## src/rtl/ysyx_25040109_mdu.sv

```systemverilog
// ysyx_25040109_mdu -- multi-cycle RV32M multiply/divide unit.
//
// A radix-2 shift-add multiplier and a restoring divider share one
// 2*XLEN-bit working register. A three-state FSM (IDLE, CALC, DONE)
// sequences them, with one iteration per clock.
//
// Optional build macro: YSYX_25040109_MDU_FLUSH_EN adds a 'flush' input.
// A flush aborts CALC/DONE back to IDLE and blocks acceptance in IDLE.
//
// Ports:
//   clk, rst          clock, asynchronous active-high reset
//   flush             (macro only) abort the current operation
//   in_valid/ready    request handshake; in_ready = (state == IDLE)
//   in_funct3         M-extension funct3 (MUL..REMU)
//   in_a, in_b        rs1 / rs2 operands
//   out_valid/ready   result handshake; out_valid = (state == DONE)
//   out_result        registered result, held while in DONE
//   busy              high in CALC or DONE
module ysyx_25040109_mdu #(
    parameter int XLEN = 32
) (
    input  logic            clk,
    input  logic            rst,
`ifdef YSYX_25040109_MDU_FLUSH_EN
    input  logic            flush,
`endif
    input  logic            in_valid,
    output logic            in_ready,
    input  logic [2:0]      in_funct3,
    input  logic [XLEN-1:0] in_a,
    input  logic [XLEN-1:0] in_b,
    output logic            out_valid,
    input  logic            out_ready,
    output logic [XLEN-1:0] out_result,
    output logic            busy
);
    localparam int CW = $clog2(XLEN);
    localparam logic [1:0] S_IDLE = 2'd0;
    localparam logic [1:0] S_CALC = 2'd1;
    localparam logic [1:0] S_DONE = 2'd2;

    logic [1:0]        state_reg,   state_next;
    logic [2:0]        funct3_reg,  funct3_next;
    logic [XLEN-1:0]   opnd_reg,    opnd_next;     // multiplicand or divisor
    logic              neg_reg,     neg_next;      // result needs negation
    logic [CW-1:0]     counter_reg, counter_next;
    logic [2*XLEN-1:0] work_reg,    work_next;
    logic [XLEN-1:0]   result_reg,  result_next;

    logic flush_w;
`ifdef YSYX_25040109_MDU_FLUSH_EN
    assign flush_w = flush;
`else
    assign flush_w = 1'b0;
`endif

    // Request decode
    logic            in_is_div, a_signed, b_signed, sa, sb;
    logic            b_zero, div_ovf, fast_in, neg_in;
    logic [XLEN-1:0] abs_a, abs_b, fast_result;
    localparam logic [XLEN-1:0] XMIN = {1'b1, {(XLEN-1){1'b0}}};

    assign in_is_div = in_funct3[2];
    // Signed a: MUL, MULH, MULHSU, DIV, REM. Signed b: MUL, MULH, DIV, REM.
    assign a_signed  = in_is_div ? ~in_funct3[0] : (in_funct3[1:0] != 2'b11);
    assign b_signed  = in_is_div ? ~in_funct3[0] : ~in_funct3[1];
    assign sa        = a_signed & in_a[XLEN-1];
    assign sb        = b_signed & in_b[XLEN-1];
    assign abs_a     = sa ? (~in_a + 1'b1) : in_a;
    assign abs_b     = sb ? (~in_b + 1'b1) : in_b;
    // Remainder takes the dividend sign; product and quotient take sa^sb.
    assign neg_in    = (in_is_div & in_funct3[1]) ? sa : (sa ^ sb);

    assign b_zero    = (in_b == '0);
    assign div_ovf   = in_is_div & ~in_funct3[0] & (in_a == XMIN) & (in_b == '1);
    assign fast_in   = in_is_div & (b_zero | div_ovf);
    assign fast_result = b_zero ? (in_funct3[1] ? in_a : '1)
                                : (in_funct3[1] ? '0   : XMIN);

    // Datapath: one iteration of each algorithm
    logic [XLEN:0]     mul_sum, rem_sh;
    logic [XLEN+1:0]   div_diff;
    logic [2*XLEN-1:0] mul_step, div_step, step, step_neg, prod;
    logic [XLEN-1:0]   quot_raw, rem_raw, quot_fix, rem_fix, calc_result;

    assign mul_sum  = {1'b0, work_reg[2*XLEN-1:XLEN]}
                    + (work_reg[0] ? {1'b0, opnd_reg} : {(XLEN+1){1'b0}});
    assign mul_step = {mul_sum, work_reg[XLEN-1:1]};

    // Shifted partial remainder needs XLEN+1 bits before the trial subtract.
    assign rem_sh   = work_reg[2*XLEN-1:XLEN-1];
    assign div_diff = {1'b0, rem_sh} - {2'b00, opnd_reg};
    assign div_step = div_diff[XLEN+1]
                    ? {rem_sh[XLEN-1:0],   work_reg[XLEN-2:0], 1'b0}
                    : {div_diff[XLEN-1:0], work_reg[XLEN-2:0], 1'b1};

    assign step     = funct3_reg[2] ? div_step : mul_step;
    assign step_neg = ~step + 1'b1;
    assign prod     = neg_reg ? step_neg : step;
    assign quot_raw = step[XLEN-1:0];
    assign rem_raw  = step[2*XLEN-1:XLEN];
    assign quot_fix = neg_reg ? (~quot_raw + 1'b1) : quot_raw;
    assign rem_fix  = neg_reg ? (~rem_raw + 1'b1)  : rem_raw;

    always_comb begin
        calc_result = '0;
        if (funct3_reg[2])
            calc_result = funct3_reg[1] ? rem_fix : quot_fix;
        else if (funct3_reg[1:0] == 2'b00)
            calc_result = prod[XLEN-1:0];
        else
            calc_result = prod[2*XLEN-1:XLEN];
    end

    // FSM
    always_comb begin
        state_next   = state_reg;
        funct3_next  = funct3_reg;
        opnd_next    = opnd_reg;
        neg_next     = neg_reg;
        counter_next = counter_reg;
        work_next    = work_reg;
        result_next  = result_reg;
        case (state_reg)
            S_IDLE: begin
                if (in_valid && !flush_w) begin
                    funct3_next  = in_funct3;
                    neg_next     = neg_in;
                    counter_next = '0;
                    opnd_next    = in_is_div ? abs_b : abs_a;
                    work_next    = {{XLEN{1'b0}}, (in_is_div ? abs_a : abs_b)};
                    if (fast_in) begin
                        result_next = fast_result;
                        state_next  = S_DONE;
                    end else begin
                        state_next  = S_CALC;
                    end
                end
            end
            S_CALC: begin
                counter_next = counter_reg + 1'b1;
                work_next    = step;
                if (counter_reg == CW'(XLEN-1)) begin
                    result_next = calc_result;
                    state_next  = S_DONE;
                end
            end
            S_DONE: begin
                if (out_ready)
                    state_next = S_IDLE;
            end
            default: state_next = S_IDLE;
        endcase
        // Abort keeps the last delivered result in out_result.
        if (flush_w && state_reg != S_IDLE) begin
            state_next   = S_IDLE;
            counter_next = '0;
            work_next    = work_reg;
            result_next  = result_reg;
        end
    end

    always_ff @(posedge clk or posedge rst) begin
        if (rst) begin
            state_reg   <= S_IDLE;
            funct3_reg  <= '0;
            opnd_reg    <= '0;
            neg_reg     <= 1'b0;
            counter_reg <= '0;
            work_reg    <= '0;
            result_reg  <= '0;
        end else begin
            state_reg   <= state_next;
            funct3_reg  <= funct3_next;
            opnd_reg    <= opnd_next;
            neg_reg     <= neg_next;
            counter_reg <= counter_next;
            work_reg    <= work_next;
            result_reg  <= result_next;
        end
    end

    assign in_ready   = (state_reg == S_IDLE);
    assign out_valid  = (state_reg == S_DONE);
    assign busy       = (state_reg != S_IDLE);
    assign out_result = result_reg;

endmodule

```

## config.mk

```make
export PLATFORM = sky130hd
export DESIGN_NAME = ysyx_25040109_mdu
export DESIGN_NICKNAME = d
export VERILOG_FILES = /design/src/rtl/ysyx_25040109_mdu.sv
export SDC_FILE = /design/constraint.sdc
export NUM_CORES = 1
export LEC_CHECK = 0
export BUFFER_PORTS_ARGS = -buffer_cell sky130_fd_sc_hd__buf_2
export CORE_ASPECT_RATIO = 1.5
export CORE_UTILIZATION = 36
export CTS_CLUSTER_DIAMETER = 120
export DETAILED_ROUTE_END_ITERATION = 12
export GPL_TIMING_DRIVEN = 1
export SLEW_MARGIN = 0
export SYNTH_ARGS = -nofsm -noshare
export SYNTH_HDL_FRONTEND = slang
export SYNTH_SLANG_ARGS = --single-unit
```

## constraint.sdc

```tcl
create_clock -name clk -period 6.6 [get_ports clk]
set_input_delay 0.66 -clock clk [delete_from_list [all_inputs] [get_ports clk]]
set_output_delay 0.66 -clock clk [all_outputs]
set_load 0.02 [all_outputs]
```

==> results of run 1 <==
-- critical path, delay by kind of cell (launching register included) --
family                   cells  cell delay (ns)
buffers and inverters        2             0.68
adder cells (fa/ha/maj)      1             0.35
XOR/XNOR                     1             0.50
AO/OA/AOI/OAI                7             3.30
AND/OR/NAND/NOR              2             0.66
flip-flops                   1             0.43
-- per-stage QoR --
| stage | utilization, % | hold slack (ns) |
|---|---|---|
| finish | 40.03 | 0.3194 |
| global route | 40.03 | 0.3950 |
| CTS | 40.03 | 0.3640 |
| detailed placement | 38.63 | 0.4698 |
| global placement | 38.63 | 0.4680 |
| floorplan | - | 0.4494 |
-- kinds of logic (layout without fill, tap and decap cells) --
| family | Yosys count | after routing | synth area share [%] |
|---|---|---|---|
| AO/OA/AOI/OAI | 729 | 729 | 29.89 |
| XOR/XNOR | 179 | 179 | 9.795 |
| adder cells (fa/ha/maj) | 73 | 73 | 5.800 |
| buffers and inverters | 206 | 236 | 5.355 |
| flip-flops | 139 | 139 | 21.73 |
| multiplexers | 56 | 56 | 3.627 |
| AND/OR/NAND/NOR | 809 | 809 | 23.80 |
-- metal layers --
metal | global-route usage [%] | vias up
met3 | 4.708 | 262
met1 | 34.91 | 8450
met5 | 0 | -
met4 | 26.39 | 0
met2 | 53.31 | 904
li1 | - | 8048
-- final cells by class --
class                           instances  area (sq um)  share of cell area, %
Tap cell                              576         720.7                  4.104
Inverter                               65         249.0                  1.418
Sequential cell                       139          3483                  19.84
Multi-Input combinational cell       1846         11700                  66.62
Clock inverter                         15         186.4                  1.062
Timing Repair Buffer                  139         795.8                  4.532
Clock buffer                           17         425.4                  2.423
-- cell usage in the layout, fill, tap and decap left out, types with 61 or more instances in the layout --
master   instances
nand2_1        288
buf_2          104
inv_1           63
nand3_1         85
nor2_1         214
xnor2_1        104
o21ai_0        216
a21oi_1        167
dfrtp_1        137
xor2_1          75
ha_1            71
nor3_1          61
-- how the worst max path moves through the flow --
stage / cells after the start / slack, ns / endpoint / start
2_1_floorplan: 21 / 1.75 / out_result[30] / funct3_reg[2]
3_3_place_gp: 14 / 0.75 / out_result[19] / work_reg[61]
3_5_place_dp: 14 / 0.75 / out_result[19] / work_reg[61]
4_1_cts: 14 / 0.73 / out_result[19] / work_reg[61]
5_1_grt: 14 / 0.52 / out_result[19] / work_reg[61]
6_report: 13 / 0.57 / out_result[18] / work_reg[61]
==> results by group, run 1 <==
Detailed routing
  – DRT Pass-1 Iters: 6
  – WL met3: 4.851 mm
  – Top Metal Used: met4
  – Routed met2 length: 34.33 mm
  – Via count: 17660
  – Routed vias/inst: 6.315
  – DR WL/cell: 25.82 um
  – DR DRC count: 0
  – Met1 Wirelength: 26.35 mm
  – Routed Antenna Nets: 0
  – Number of DRC markers in iteration 0: 1654
  – Routed wire length: 72.22 mm

Floorplanning
  – Core area: 0.04387 sq mm
  – Starting Density: 36.48%
  – Die Span Y: 260.2 um
  – Ports: 106
  – Die ar.: 0.04532 sq mm
  – Die width: 174.2 um
  – Rows: 94

GRT
  – Grt ovf: 0
  – Initial antenna violation count: 2
  – Number of global-route vias before repair: 16820
  – Total GRT Usage: 31.51%
  – First-pass GRT wire length: 106.1 mm
  – Largest net degree at the start of global routing: 121

Critical path
  – R2R Path End: out_result[18]
  – CP cell instances: ha_1 > a21o_1 > a211oi_1 > a21boi_2 > buf_4 > nand2_1 > buf_4 > a211oi_1 > nand2b_1 > o31ai_1 > xnor2_1 > a211oi_1 > o32a_1
  – Worst-path fanout max: 13
  – FF-to-FF path depth: 13
  – CP most frequent cell: a211oi_1
  – Slowest cell on crit path: a211oi_1
  – Crit path DAT: 6.39 ns
  – Critical path capture point type: flip-flop
  – Crit path largest cell delay: 0.96 ns
  – Reg2Reg Setup Slack: 0.57 ns
  – Crit Path Class: reg -> reg
  – WP data required: 6.96 ns
  – RR Startpoint: work_reg[61]
  – Critical Path Source Type: flip-flop

STA
  – RSZ-0062 raised after global routing: false
  – Max Slew Vio Count: 0
  – Final Skew: 0.01374 ns
  – Final worst-path cycle share: 91.33%
  – F_max: 165.9 MHz
  – Final WS setup: 0.5724 ns
  – Setup violators final: 0
  – Final hold vios: 0
  – TNS Setup: 0 ns
  – Minimum clock period: 6.028 ns
  – Worst slew margin: 22.03%
  – Slew @ Worst Pin: 1.162 ns

Final layout
  – Final-stage net count: 2352
  – Final Cell Area: 0.01756 sq mm
  – Antenna cells: 0
  – Fillers: 4550
  – Area growth syn-to-layout: 9.709%
  – Final std cells w/o fill: 2797
  – Share of cells above drive strength 1: 10.99%
  – Max reg flops: 64

Placement
  – Setup Slack @ Placement: 0.7474 ns
  – DP Wirelength: 55.51 mm
  – Placer Congestion: 1.039
  – I/O Buffers: 105
  – Cell area after placement: 0.01695 sq mm
  – Post-Place Cells: 2765

Logic synthesis
  – Yosys top cell by area: dfrtp_1
  – Net Count, Synth: 2335
  – Mapped Cells: 2191
  – Most frequent cells after synthesis: 289 x nand2_1, 216 x o21ai_0, 215 x nor2_1, 167 x a21oi_1, 139 x dfrtp_1
  – Syn Area/Cell: 7.305 sq um
  – Synth Register Bits: 139
  – Top_reg_cell synth: dfrtp_1
  – Share of the synthesized area in the top cell type: 21.73%
  – Share of synthesized registers carrying an async set or reset: 100.0%
  – Synth Warn #: 0
  – Top-count cell post-synth: nand2_1
  – Ranking of synthesized cells by area: dfrtp_1 22%, nand2_1 6.8%, o21ai_0 6.8%
  – Post-synth EDFFs: 0
  – Yosys cell types: 106
  – Sequential-to-total area share from yosys stat: 21.73%
  – Cell Area, Synth: 0.01601 sq mm

Flow run
  – Max_cap viols: 0

Clocking
  – Post CTS Setup Buffer Count: 0
  – H-tree levels: 4
  – Hold buffers post-CTS: 0
  – Resized Gates After CTS: 0
  – CTS tree: done
  – Skew-Pair Late Insertion Delay: 0.47 ns
  – Clk pin slew, worst setup/hold paths: 0.07 ns
  – CTS root buf: clkbuf_16
  – Deepest clock path buffer count: 2
  – CTS Sinks: 139
  – TritonCTS buffer count: 17

Hold path
  – Min-Delay Path Class: in -> async

Status
  – Status: finished, final reports clean
Power of run 1 is left out: the tool's default activity adds up to more than one toggle a clock period on the data nets, which glitch-free logic cannot reach.
==> run 2: changes to the inputs <==
==> constraint.sdc (replaced) <==
create_clock -name clk -period 6.6 [get_ports clk]
set_input_delay 1.32 -clock clk [delete_from_list [all_inputs] [get_ports clk]]
set_output_delay 1.32 -clock clk [all_outputs]
set_load 0.02 [all_outputs]
==> run 2 against run 1 <==
Against the previous run: first-iteration DRC count up 19%; flip-flop and latch count unchanged; worst hold slack better by 0.16 ns; maximum frequency up 1.3%; non-clock buffer count up 6; critical path type unchanged.
==> results by group, run 2 (synthesized netlist as in run 1, its figures left out) <==
Detailed routing
  – Routed vias/inst: 6.238 (-1.2%)
  – DR DRC count: 0 (unchanged)
  – Routed Antenna Nets: 0 (unchanged)
  – Routed wire length: 71.46 mm (-1.0%)
  – DR WL/cell: 25.50 um (-1.2%)
  – Via count: 17480 (-1.1%)
  – DRT Pass-1 Iters: 5 (-1)
  – Number of DRC markers in iteration 0: 1971 (+19%)

STA
  – Max Slew Vio Count: 0 (unchanged)
  – Worst slew margin: 23.14% (+1.1 points)
  – Final worst-path cycle share: 90.16% (-1.2 points)
  – Final WS setup: 0.6496 ns (+0.07715 ns)
  – Setup violators final: 0 (unchanged)
  – Final hold vios: 0 (unchanged)
  – RSZ-0062 raised after global routing: false
  – TNS Setup: 0 ns (unchanged)
  – Minimum clock period: 5.950 ns (-0.07715 ns)
  – F_max: 168.1 MHz (+1.3%)
  – Slew @ Worst Pin: 1.135 ns (-0.02751 ns)
  – Final Skew: 0.01554 ns (+0.001798 ns)

Critical path
  – Buf+Inv Stages, Crit Path: 0 (-2)
  – Crit Path Class: reg -> reg
  – Slowest cell on crit path: a211oi_1
  – CP cell instances: ha_1 > a21o_1 > a211oi_1 > a21bo_1 > nor3_2 > o21bai_1 > ha_1 > o21ai_0 > nand2b_1 > nand2b_1 > or2_2 > nor2_1 > nand2_1 > o41ai_1 > xor2_1 > a221oi_1 > o21ai_0 > a31oi_1
  – Critical Path Source Type: flip-flop
  – WP data required: 6.99 ns (+0.03 ns)
  – Worst-path fanout max: 11 (-2)
  – Crit path largest cell delay: 0.89 ns (-0.07 ns)
  – Crit path DAT: 6.34 ns (-0.05 ns)
  – Cell family with most CP delay: compound AO/OA/AOI/OAI gates
  – Critical path capture point type: flip-flop

Status
  – Status: finished, final reports clean

Final layout
  – Area growth syn-to-layout: 9.592%
  – Final-stage net count: 2358 (+0.26%)
  – Max reg flops: 64 (unchanged)
  – Share of cells above drive strength 1: 11.19% (+0.20 points)
  – Fillers: 4593 (+0.95%)
  – Commonest non-fill, non-tap cell in the layout: nand2_1
  – Most frequent cells in the layout: 288 x nand2_1, 216 x o21ai_0, 214 x nor2_1, 167 x a21oi_1, 137 x dfrtp_1
  – Antenna cells: 0 (unchanged)

Clocking
  – Clk pin slew, worst setup/hold paths: 0.07 ns (about the same)
  – Hold buffers post-CTS: 0 (unchanged)
  – H-tree levels: 4 (unchanged)
  – Deepest clock path buffer count: 2 (unchanged)
  – Skew-Pair Late Insertion Delay: 0.47 ns (about the same)
  – TritonCTS buffer count: 17 (unchanged)
  – CTS Sinks: 139 (unchanged)
  – Resized Gates After CTS: 0 (unchanged)
  – CTS root buf: clkbuf_16
  – CTS tree: done
  – Post CTS Setup Buffer Count: 0 (unchanged)

Floorplanning
  – Rows: 94 (unchanged)
  – Ports: 106 (unchanged)
  – Core area: 0.04387 sq mm (unchanged)
  – Die width: 174.2 um (unchanged)
  – Die ar.: 0.04532 sq mm (unchanged)
  – Starting Density: 36.48% (unchanged)
  – Die Span Y: 260.2 um (unchanged)

GRT
  – Grt ovf: 0 (unchanged)
  – Initial antenna violation count: 1 (-1)
  – Total GRT Usage: 31.33% (-0.19 points)
  – First-pass GRT wire length: 105.4 mm (-0.63%)
  – Number of global-route vias before repair: 16620 (-1.2%)
  – Largest net degree at the start of global routing: 113 (-6.6%)

Hold path
  – Min-Delay Path Class: reg -> reg

Flow run
  – Max_cap viols: 0 (unchanged)

Placement
  – DP Wirelength: 55.67 mm (+0.29%)
  – I/O Buffers: 105 (unchanged)
  – Placer Congestion: 1.014 (-2.4%)
  – Setup Slack @ Placement: 0.8355 ns (+0.08806 ns)
run 2: changes by cell type in the layout (fill, tap and decap cells not counted):
cell       previous run  this run
bufinv_16             3         0
clkbuf_8              0         4
buf_12                1         0
inv_8                 1         0
clkinv_2              2         1
buf_4                34        41
run 2: per-stage QoR:
stage	std cells	cell area (sq um)	util, %	hold slack [ns]
finish	2802	17540	39.98	0.4823
detailed placement	2771	16980	38.71	0.4708
global placement	2771	16980	38.71	0.4653
floorplan	2191	16010	-	0.4494
CTS	2802	17540	39.98	0.4843
global route	2802	17540	39.98	0.4944
run 2: final cells by class:
| type | count | area, sq um | share of cell area [%] |
|---|---|---|---|
| multi-input cells | 1846 | 11700 | 66.69 |
| flip-flops and latches | 139 | 3483 | 19.86 |
| repair buffers | 145 | 828.3 | 4.722 |
| well taps | 576 | 720.7 | 4.109 |
| clock buffers | 21 | 480.5 | 2.739 |
| inverters | 65 | 249.0 | 1.420 |
| clock inverters | 10 | 80.08 | 0.4565 |
run 2: layer usage:
metal / global-route usage, % / vias up / wire length [um]
met2: 52.99 / 779 / 34120
li1: - / 8069 / -
met5: 0 / - / 9
met4: 26.68 / 2 / 6794
met1: 35.02 / 8381 / 26370
met3: 3.918 / 247 / 4172
run 2: tightest hold or removal path, delay by kind of cell (launching register included):
kind,cells,cell delay (ns)
flops,1,0.34
compound gates,1,0.06
simple gates,1,0.05
run 2: final timing paths:
check                                  start            end  slack, ns  cells after the start
worst max-delay path            work_reg[61]  out_result[6]       0.65                     18
worst min-delay path             opnd_reg[7]    opnd_reg[7]       0.48                      2
worst max register to register  work_reg[61]  out_result[6]       0.65                     18
worst min register to register   opnd_reg[7]    opnd_reg[7]       0.48                      2
max in group asynchronous                rst        neg_reg       4.13                      3
min in group asynchronous                rst   work_reg[36]       1.04                      2
Power of run 2 is left out for the same reason.
